<file path="config.mk">
export PLATFORM = sky130hd
export DESIGN_NAME = phy_rx_deser_lanes_flat
export DESIGN_NICKNAME = d
export VERILOG_FILES = /design/src/rtl/phy_rx_deser_lanes_if.sv /design/src/rtl/phy_rx_deser_lanes.sv /design/src/flat_wrapper.sv
export SDC_FILE = /design/constraint.sdc
export NUM_CORES = 1
export LEC_CHECK = 0
export BUFFER_PORTS_ARGS = -buffer_cell sky130_fd_sc_hd__buf_2
export CAP_MARGIN = 40
export CORE_UTILIZATION = 60
export CTS_CLUSTER_DIAMETER = 150
export DETAILED_ROUTE_END_ITERATION = 8
export PLACE_DENSITY = 0.82
export SYNTH_ARGS = -nofsm -noshare
export SYNTH_HDL_FRONTEND = slang
export SYNTH_SLANG_ARGS = --single-unit
</file>
<file path="constraint.sdc">
create_clock -name clk_8f -period 2.5 [get_ports clk_8f]
set_input_delay 0.5 -clock clk_8f [delete_from_list [all_inputs] [get_ports clk_8f]]
set_output_delay 0.5 -clock clk_8f [all_outputs]
set_load 0.02 [all_outputs]
</file>
<file path="src/rtl/phy_rx_deser_lanes_if.sv">
// phy_rx_deser_lanes_if: serial lane inputs and deserialised byte outputs of the receive front end
interface phy_rx_deser_lanes_if #(
    parameter int LANES = 2,
    parameter int WIDTH = 8
);
    logic [LANES-1:0]       data_in;
    logic [LANES*WIDTH-1:0] data_out;
    logic [LANES-1:0]       valid_out;
    logic [LANES-1:0]       byte_strobe;
    logic [LANES-1:0]       active;
    logic                   all_active;

    modport master (
        output data_in,
        input  data_out, valid_out, byte_strobe, active, all_active
    );

    modport slave (
        input  data_in,
        output data_out, valid_out, byte_strobe, active, all_active
    );
endinterface

</file>
<file path="src/rtl/phy_rx_deser_lanes.sv">
// phy_rx_deser_lanes: per-lane COM search, byte alignment and activation ahead of unstriping
module phy_rx_deser_lanes #(
    parameter int               LANES        = 2,
    parameter int               WIDTH        = 8,
    parameter logic [WIDTH-1:0] COM          = 8'hBC,
    parameter logic [WIDTH-1:0] IDL          = 8'h7C,
    parameter int               ACTIVE_COUNT = 4
) (
    input logic                  clk_8f,
    input logic                  reset,
    phy_rx_deser_lanes_if.slave  bus
);
    localparam int BW = $clog2(WIDTH);
    localparam int CW = $clog2(ACTIVE_COUNT + 1);
    localparam logic [BW-1:0] BIT_LAST = BW'(WIDTH - 1);
    localparam logic [CW-1:0] COM_LAST = CW'(ACTIVE_COUNT);

    typedef enum logic [1:0] {SEARCH, ALIGNED, ACTIVE} state_e;

    logic [LANES-1:0] act;
    logic             all_active_q;

    for (genvar i = 0; i < LANES; i++) begin : g_lane
        state_e           state_q, state_d;
        logic [WIDTH-2:0] sr_q;
        logic [WIDTH-1:0] w, data_q, data_d;
        logic [BW-1:0]    bit_q, bit_d;
        logic [CW-1:0]    com_q, com_d;
        logic             valid_q, valid_d, strobe_q, strobe_d;
        logic             bnd, is_com, is_fill;

        assign w       = {sr_q, bus.data_in[i]};
        assign bnd     = bit_q == BIT_LAST;
        assign is_com  = w == COM;
        assign is_fill = is_com || w == IDL;

        always_ff @(posedge clk_8f) begin
            if (reset) begin
                state_q  <= SEARCH;
                sr_q     <= '0;
                bit_q    <= '0;
                com_q    <= '0;
                data_q   <= '0;
                valid_q  <= 1'b0;
                strobe_q <= 1'b0;
            end else begin
                state_q  <= state_d;
                sr_q     <= w[WIDTH-2:0];
                bit_q    <= bit_d;
                com_q    <= com_d;
                data_q   <= data_d;
                valid_q  <= valid_d;
                strobe_q <= strobe_d;
            end
        end

        // In SEARCH bit_q saturates as a fill count so only windows of fully post-reset bits can match COM
        always_comb begin
            state_d  = state_q;
            bit_d    = bnd ? '0 : bit_q + 1'b1;
            com_d    = com_q;
            data_d   = data_q;
            valid_d  = state_q == ACTIVE && valid_q;
            strobe_d = 1'b0;
            case (state_q)
                SEARCH: begin
                    bit_d = bnd ? bit_q : bit_q + 1'b1;
                    if (bnd && is_com) begin
                        state_d = ACTIVE_COUNT == 1 ? ACTIVE : ALIGNED;
                        com_d   = CW'(1);
                        bit_d   = '0;
                    end
                end
                ALIGNED: begin
                    if (bnd && is_com) begin
                        com_d   = com_q + 1'b1;
                        state_d = com_d == COM_LAST ? ACTIVE : ALIGNED;
                    end else if (bnd) begin
                        state_d = SEARCH;
                        com_d   = '0;
                        bit_d   = BIT_LAST;
                    end
                end
                ACTIVE: begin
                    if (bnd) begin
                        strobe_d = 1'b1;
                        valid_d  = !is_fill;
                        data_d   = is_fill ? data_q : w;
                    end
                end
                default: state_d = SEARCH;
            endcase
        end

        assign bus.data_out[i*WIDTH +: WIDTH] = data_q;
        assign bus.valid_out[i]               = valid_q;
        assign bus.byte_strobe[i]             = strobe_q;
        assign act[i]                         = state_q == ACTIVE;
    end

    always_ff @(posedge clk_8f) begin
        if (reset) all_active_q <= 1'b0;
        else       all_active_q <= &act;
    end

    assign bus.active     = act;
    assign bus.all_active = all_active_q;
endmodule

</file>
<file path="src/flat_wrapper.sv">
// flat-port wrapper written by rule: the top's interface ports become plain ports
module phy_rx_deser_lanes_flat 
#(
    parameter int               LANES        = 2,
    parameter int               WIDTH        = 8,
    parameter logic [WIDTH-1:0] COM          = 8'hBC,
    parameter logic [WIDTH-1:0] IDL          = 8'h7C,
    parameter int               ACTIVE_COUNT = 4
)
  (clk_8f, reset, bus_data_in, bus_data_out, bus_valid_out, bus_byte_strobe, bus_active, bus_all_active);
  phy_rx_deser_lanes_if #(.LANES(LANES), .WIDTH(WIDTH)) bus_i ();
  input logic clk_8f;
  input logic reset;
  input wire logic [$bits(bus_i.data_in)-1:0] bus_data_in;
  output wire logic [$bits(bus_i.data_out)-1:0] bus_data_out;
  output wire logic [$bits(bus_i.valid_out)-1:0] bus_valid_out;
  output wire logic [$bits(bus_i.byte_strobe)-1:0] bus_byte_strobe;
  output wire logic [$bits(bus_i.active)-1:0] bus_active;
  output wire logic [$bits(bus_i.all_active)-1:0] bus_all_active;
  assign bus_i.data_in = bus_data_in;
  assign bus_data_out = bus_i.data_out;
  assign bus_valid_out = bus_i.valid_out;
  assign bus_byte_strobe = bus_i.byte_strobe;
  assign bus_active = bus_i.active;
  assign bus_all_active = bus_i.all_active;
  phy_rx_deser_lanes #(.LANES(LANES), .WIDTH(WIDTH), .COM(COM), .IDL(IDL), .ACTIVE_COUNT(ACTIVE_COUNT)) u_core (.clk_8f(clk_8f), .reset(reset), .bus(bus_i));
endmodule
</file>
; ---- Yosys cells after proc, flatten, opt, wreduce, memory -nomap -nowiden
; Index checks and enable logic that the tools add are counted.
[word_totals]
n_memories = 0
output_inout_bits = 23
input_bits = 4
romBits = 0
ramBits = 0
word_cells = 98
register_bits = 51
latchBits = 0
[op_classes]
bitwise = 4
div_mod_pow = 0
reduce_logical = 21
mux = 36
shifts = 0
n_addsub = 4
eq_ne = 18
n_mul = 0
magnitude_cmp = 0
[op_table]
columns = operator, count
row1 = $mux 3, 16
row2 = $pmux 3 s2, 4
row3 = $reduce_and 3->1, 6
row4 = $eq 8x7->1 const B, 2
row5 = $eq 8x8->1 const B, 2
row6 = $mux 2, 8
row7 = $add 3x1->3 const B, 4
row8 = $eq 3x3->1 const B, 4
row9 = $pmux 2 s3, 2
row10 = $mux 1, 6
row11 = $ne 3x1->1 const B, 2
row12 = $ne 3x3->1 const B, 2
row13 = $eq 2x1->1 const B, 2
row14 = $eq 2x2->1 const B, 2
row15 = $logic_and 1x1->1, 4
row16 = $logic_not 2->1, 2
row17 = $ne 2x1->1 const B, 2
row18 = $not 1->1, 4
row19 = $reduce_bool 2->1, 2
row20 = $reduce_or 2->1, 2
row21 = $logic_not 1->1, 2
row22 = $logic_or 1x1->1, 2
row23 = $reduce_and 2->1, 1

; ---- Logic depth before layout (Yosys ltp)
[logic_depth]
word_depth = 5
mapped_depth = 7
mapped_depth_nobuf = 6

; ---- Worst setup path before layout
; Ideal clock, no wire load.
[synth_path]
path_type = register to register
from = register u_core.g_lane[1].bit_q[0]
to = register u_core.g_lane[1].state_q[1]
required_time_ns = 2.434
period_less_slack_ns = 1.611
path_slack_ns = 0.889
setup_ns = 0.066
path_buffers = 0
stages_incl_launch_ff = 6
t_arrival_ns = 1.545
cell_sequence = dfxtp_1 -> ha_1 -> ha_1 -> or2b_1 -> or4_4 -> a21oi_2
[synth_via]
elab_chain_len = 4
word_cells_on_any_way = 7
cone_classes = eq/ne: 3 / mux: 2 / reduce/logical: 2
[synth_rtl]
columns = item, line_no
row1 = "start, declared", phy_rx_deser_lanes.sv:27  ; logic [BW-1:0] bit_q, bit_d;
row2 = "start signal, assigned", phy_rx_deser_lanes.sv:49  ; bit_q <= bit_d;
row3 = $eq 3x3->1 (*), phy_rx_deser_lanes.sv:33  ; assign bnd = bit_q == BIT_LAST;
row4 = named net u_core.g_lane[1].bnd, phy_rx_deser_lanes.sv:30  ; logic bnd, is_com, is_fill;
row5 = $logic_and 1x1->1, "phy_rx_deser_lanes.sv:68, phy_rx_deser_lanes.sv:75"
row6 = "$ne 3x1->1 (no source line), or another cell as far along", --
row7 = $reduce_and 3->1 (no source line) or $pmux 2 s3 (tied branches), --
row8 = "end signal, assigned", phy_rx_deser_lanes.sv:47  ; state_q <= state_d;
row9 = "end, declared", phy_rx_deser_lanes.sv:24  ; state_e state_q, state_d;
; Mark *: on every way through the listed nets, which the timed path passes. The rest lies on a longest branch.
; A chain may end at the register's enable or synchronous reset.

; ---- Worst setup path after layout
[layout_path]
from = register u_core.g_lane[1].state_q[0]
to = output bus_active[1]
[layout_via]
elab_chain_len = 1
[layout_rtl]
columns = item, line_no
row1 = $eq 2x2->1, phy_rx_deser_lanes.sv:98  ; assign act[i] = state_q == ACTIVE;
row2 = "end, declared", flat_wrapper.sv:18  ; output wire logic [$bits(bus_i.active)-1:0] bus_active;
; Every way passes these cells.

==> metrics.txt <==
ratio of cells with drive above 1 in the final layout 0.184; RSZ-0062 raised after global routing false; startpoint types flip-flop; Filler cells roughly 260; Storage cell area between 0.001 and 0.0015 mm2; Layout Skew 0.00530 ns; Critical Path AT 1.43 ns; multi-input logic area 0.00108 mm2; CTS tree yes; total CTS buffers 5; DRC viols 0; Peak VDD IR 0.414 mV; vias in the first global route 1514; top cells by instance count after synthesis 51 x dfxtp_1, 17 x nor2b_1, 13 x nand2_1; Worst-Skew Late Latency approximately 0.3 ns; min-delay src bus_data_in[1]; Placeable Area between 0.003 and 0.004 mm2; most common cell in the netlist dfxtp_1; r2r setup slk between 0.5 and 0.6 ns; hold depth 2; TritonRoute pass-1 iters 4; Starting Density 0.643; Async S/R FF share, synth 0; worst-path maximum fanout 12; Slew headroom 0.616; crit path cell chain nand2b_2, inv_1, buf_2; critical path type flip-flop to primary output; Clock Tree Buf Depth 2; clock slew at reported path FFs around 0.080 ns; Nets 256; Die ar. approximately 0.0039 mm2; synthesized flop and latch total between 50 and 60; Crit Reg-Reg Endpoint u_core.g_lane[0].bit_q[0]; Starting DRT DRC Count about 110; num rows 21; Vias/cell approximately 5.7; aggregate routed wire length just under 4000 um; post-route minimum period about 1.9 ns; top cells by area, synth dfxtp_1 46%, nor2b_1 4.8%, ha_1 4.5%; status finished clean; synthesized area approximately 0.0022 mm2; top-level I/O count 27; synth warn 0; first-pass GRT wire length approximately 6700 um; Layout area overhead 9.84%; CTS Sinks between 50 and 60; # setup viols final 0; top_reg_cell synth dfxtp_1; RD Place Congestion 0.793; Post-Route Setup TNS 0 ns; antenna cells 0; synth unique cells 54; die span in x roughly 63 um; pwr dens 601 mW/mm2; grt ovf 0; Reg-to-Reg Start u_core.g_lane[0].bit_q[0]; routed vias 1656; Hold EP u_core.g_lane[1].sr_q[0]; leakage power slightly below 1 nW; top cell type's share of synthesized area 0.461; worst-margin pin slew 0.575 ns; number of enable flip-flop cells after synthesis 0; Die H approximately 63 um; WL per Instance approximately 14 um; Crit. End Element primary output; Crit path required time roughly 2.0 ns; Worst Reg-to-Reg Cells 6; met3 routed WL around 140 um; initial antenna violation count 0; postcts setup bufs 0; final slew viol count 0; CP max stage cell dfxtp_1; H-tree depth 2; register area share after synthesis 0.461; GR Util All Layers 0.216; CTS Hold Bufs 0; Synth Instances roughly 230; Final Cycle Share 0.772; Met2 Routed Length approximately 1900 um; Min-Delay Path Class input port to flip-flop; wl on met1 between 1500 and 2000 um; post-DP HPWL ~2700 um; ANT nets after route 0; final core occ 0.706; Fmax slightly above 500 MHz; Net Count, Synth between 200 and 250; DR top layer met4; IO buf count 26; CTS root buffer clkbuf_8; Synth area leader dfxtp_1; final hold viol count 0; Crit path largest cell delay around 0.65 ns; Mapped Avg Cell Area 9.84 um2; largest net degree at the start of global routing 24; PostCTS Resize Cnt 0; total power 1.46 mW; max_cap viols 0
## stage by stage
stage,std cells,cell area (um2),setup WS [ns],hold slack [ns]
floorplan,225,2210,0.889,0.441
CTS,291,2430,0.536,0.436
detailed placement,283,2310,0.668,0.458
global placement,283,2310,0.704,0.456
finish,291,2430,0.570,0.444
global route,291,2430,0.420,0.436
## flip-flops by register name (all words and copies together), names as in the netlist
signal / cells
u_core.g_lane.state_q: 4
u_core.g_lane.data_q: 16
u_core.g_lane.com_q: 6
u_core.g_lane.sr_q: 14
u_core.g_lane.valid_q: 2
u_core.g_lane.bit_q: 6
u_core.bus.all_active: 1
u_core.g_lane.strobe_q: 2
## report_power, final
group | leakage, nW | total [mW] | internal, mW | switching, mW
Sequential | 0.413 | 0.836 | 0.825 | 0.0104
Combinational | 0.511 | 0.0480 | 0.0213 | 0.0267
Clock | 0.0612 | 0.577 | 0.324 | 0.253
## layout by cell type (no fill, tap or decap), drive strengths merged, types with 2 or more instances in the layout
master and instances:
nor2b 17, clkbuf 6, a311oi 4, or2b 3, nand2b 9, a21o 3
a21oi 10, mux2i 3, o21ai 12, nand2 14, nand3 8, or2 2
nand4 2, inv 5, a31oi 5, ha 8, o2bb2ai 3, xor2 2
o221a 5, o22a 2, a2bb2oi 2, dfxtp 51, and3 2, nor2 13
buf 27, nor3b 3, nor3 5
## logic make-up after synthesis
kind of cell,Yosys count,share of synthesized area
compound gates,53,0.174
flops,51,0.461
fa+ha+maj,8,0.0452
mux,3,0.0136
buf+inv,20,0.0514
simple gates,87,0.243
xor+xnor,3,0.0119
## metal layers
| metal | vias to the layer above | GRT usage |
|---|---|---|
| met3 | 6 | 0.0383 |
| met5 | - | 0 |
| met4 | 0 | 0.137 |
| li1 | 841 | - |
| met2 | 39 | 0.334 |
| met1 | 770 | 0.278 |
## worst max-delay path by stage
stage,slack (ns),end,from
final,0.57,bus_active[1],u_core.g_lane[1].state_q[0]
after global routing,0.42,u_core.g_lane[0].bit_q[0],u_core.g_lane[0].bit_q[0]
after CTS,0.54,bus_active[1],u_core.g_lane[1].state_q[0]
after detailed placement,0.67,u_core.g_lane[0].bit_q[0],u_core.g_lane[0].bit_q[0]
after global placement,0.70,u_core.g_lane[0].com_q[0],bus_data_in[0]
after floorplan,0.89,u_core.g_lane[1].state_q[1],u_core.g_lane[1].bit_q[0]
## worst max-delay path: cells and delay by family (launching register included)
kind	cells	cell delay, ns
simple gates	1	0.29
flops	1	0.65
buf+inv	2	0.20
## cell type report
class	count	share of cell area
Timing Repair Buffer	27	0.0566
Multi-Input combinational cell	154	0.444
Inverter	5	0.00772
Tap cell	46	0.0237
Sequential cell	51	0.420
Clock buffer	6	0.0340
Clock inverter	2	0.0144
No activity file was read; power rests on OpenSTA's default activity.
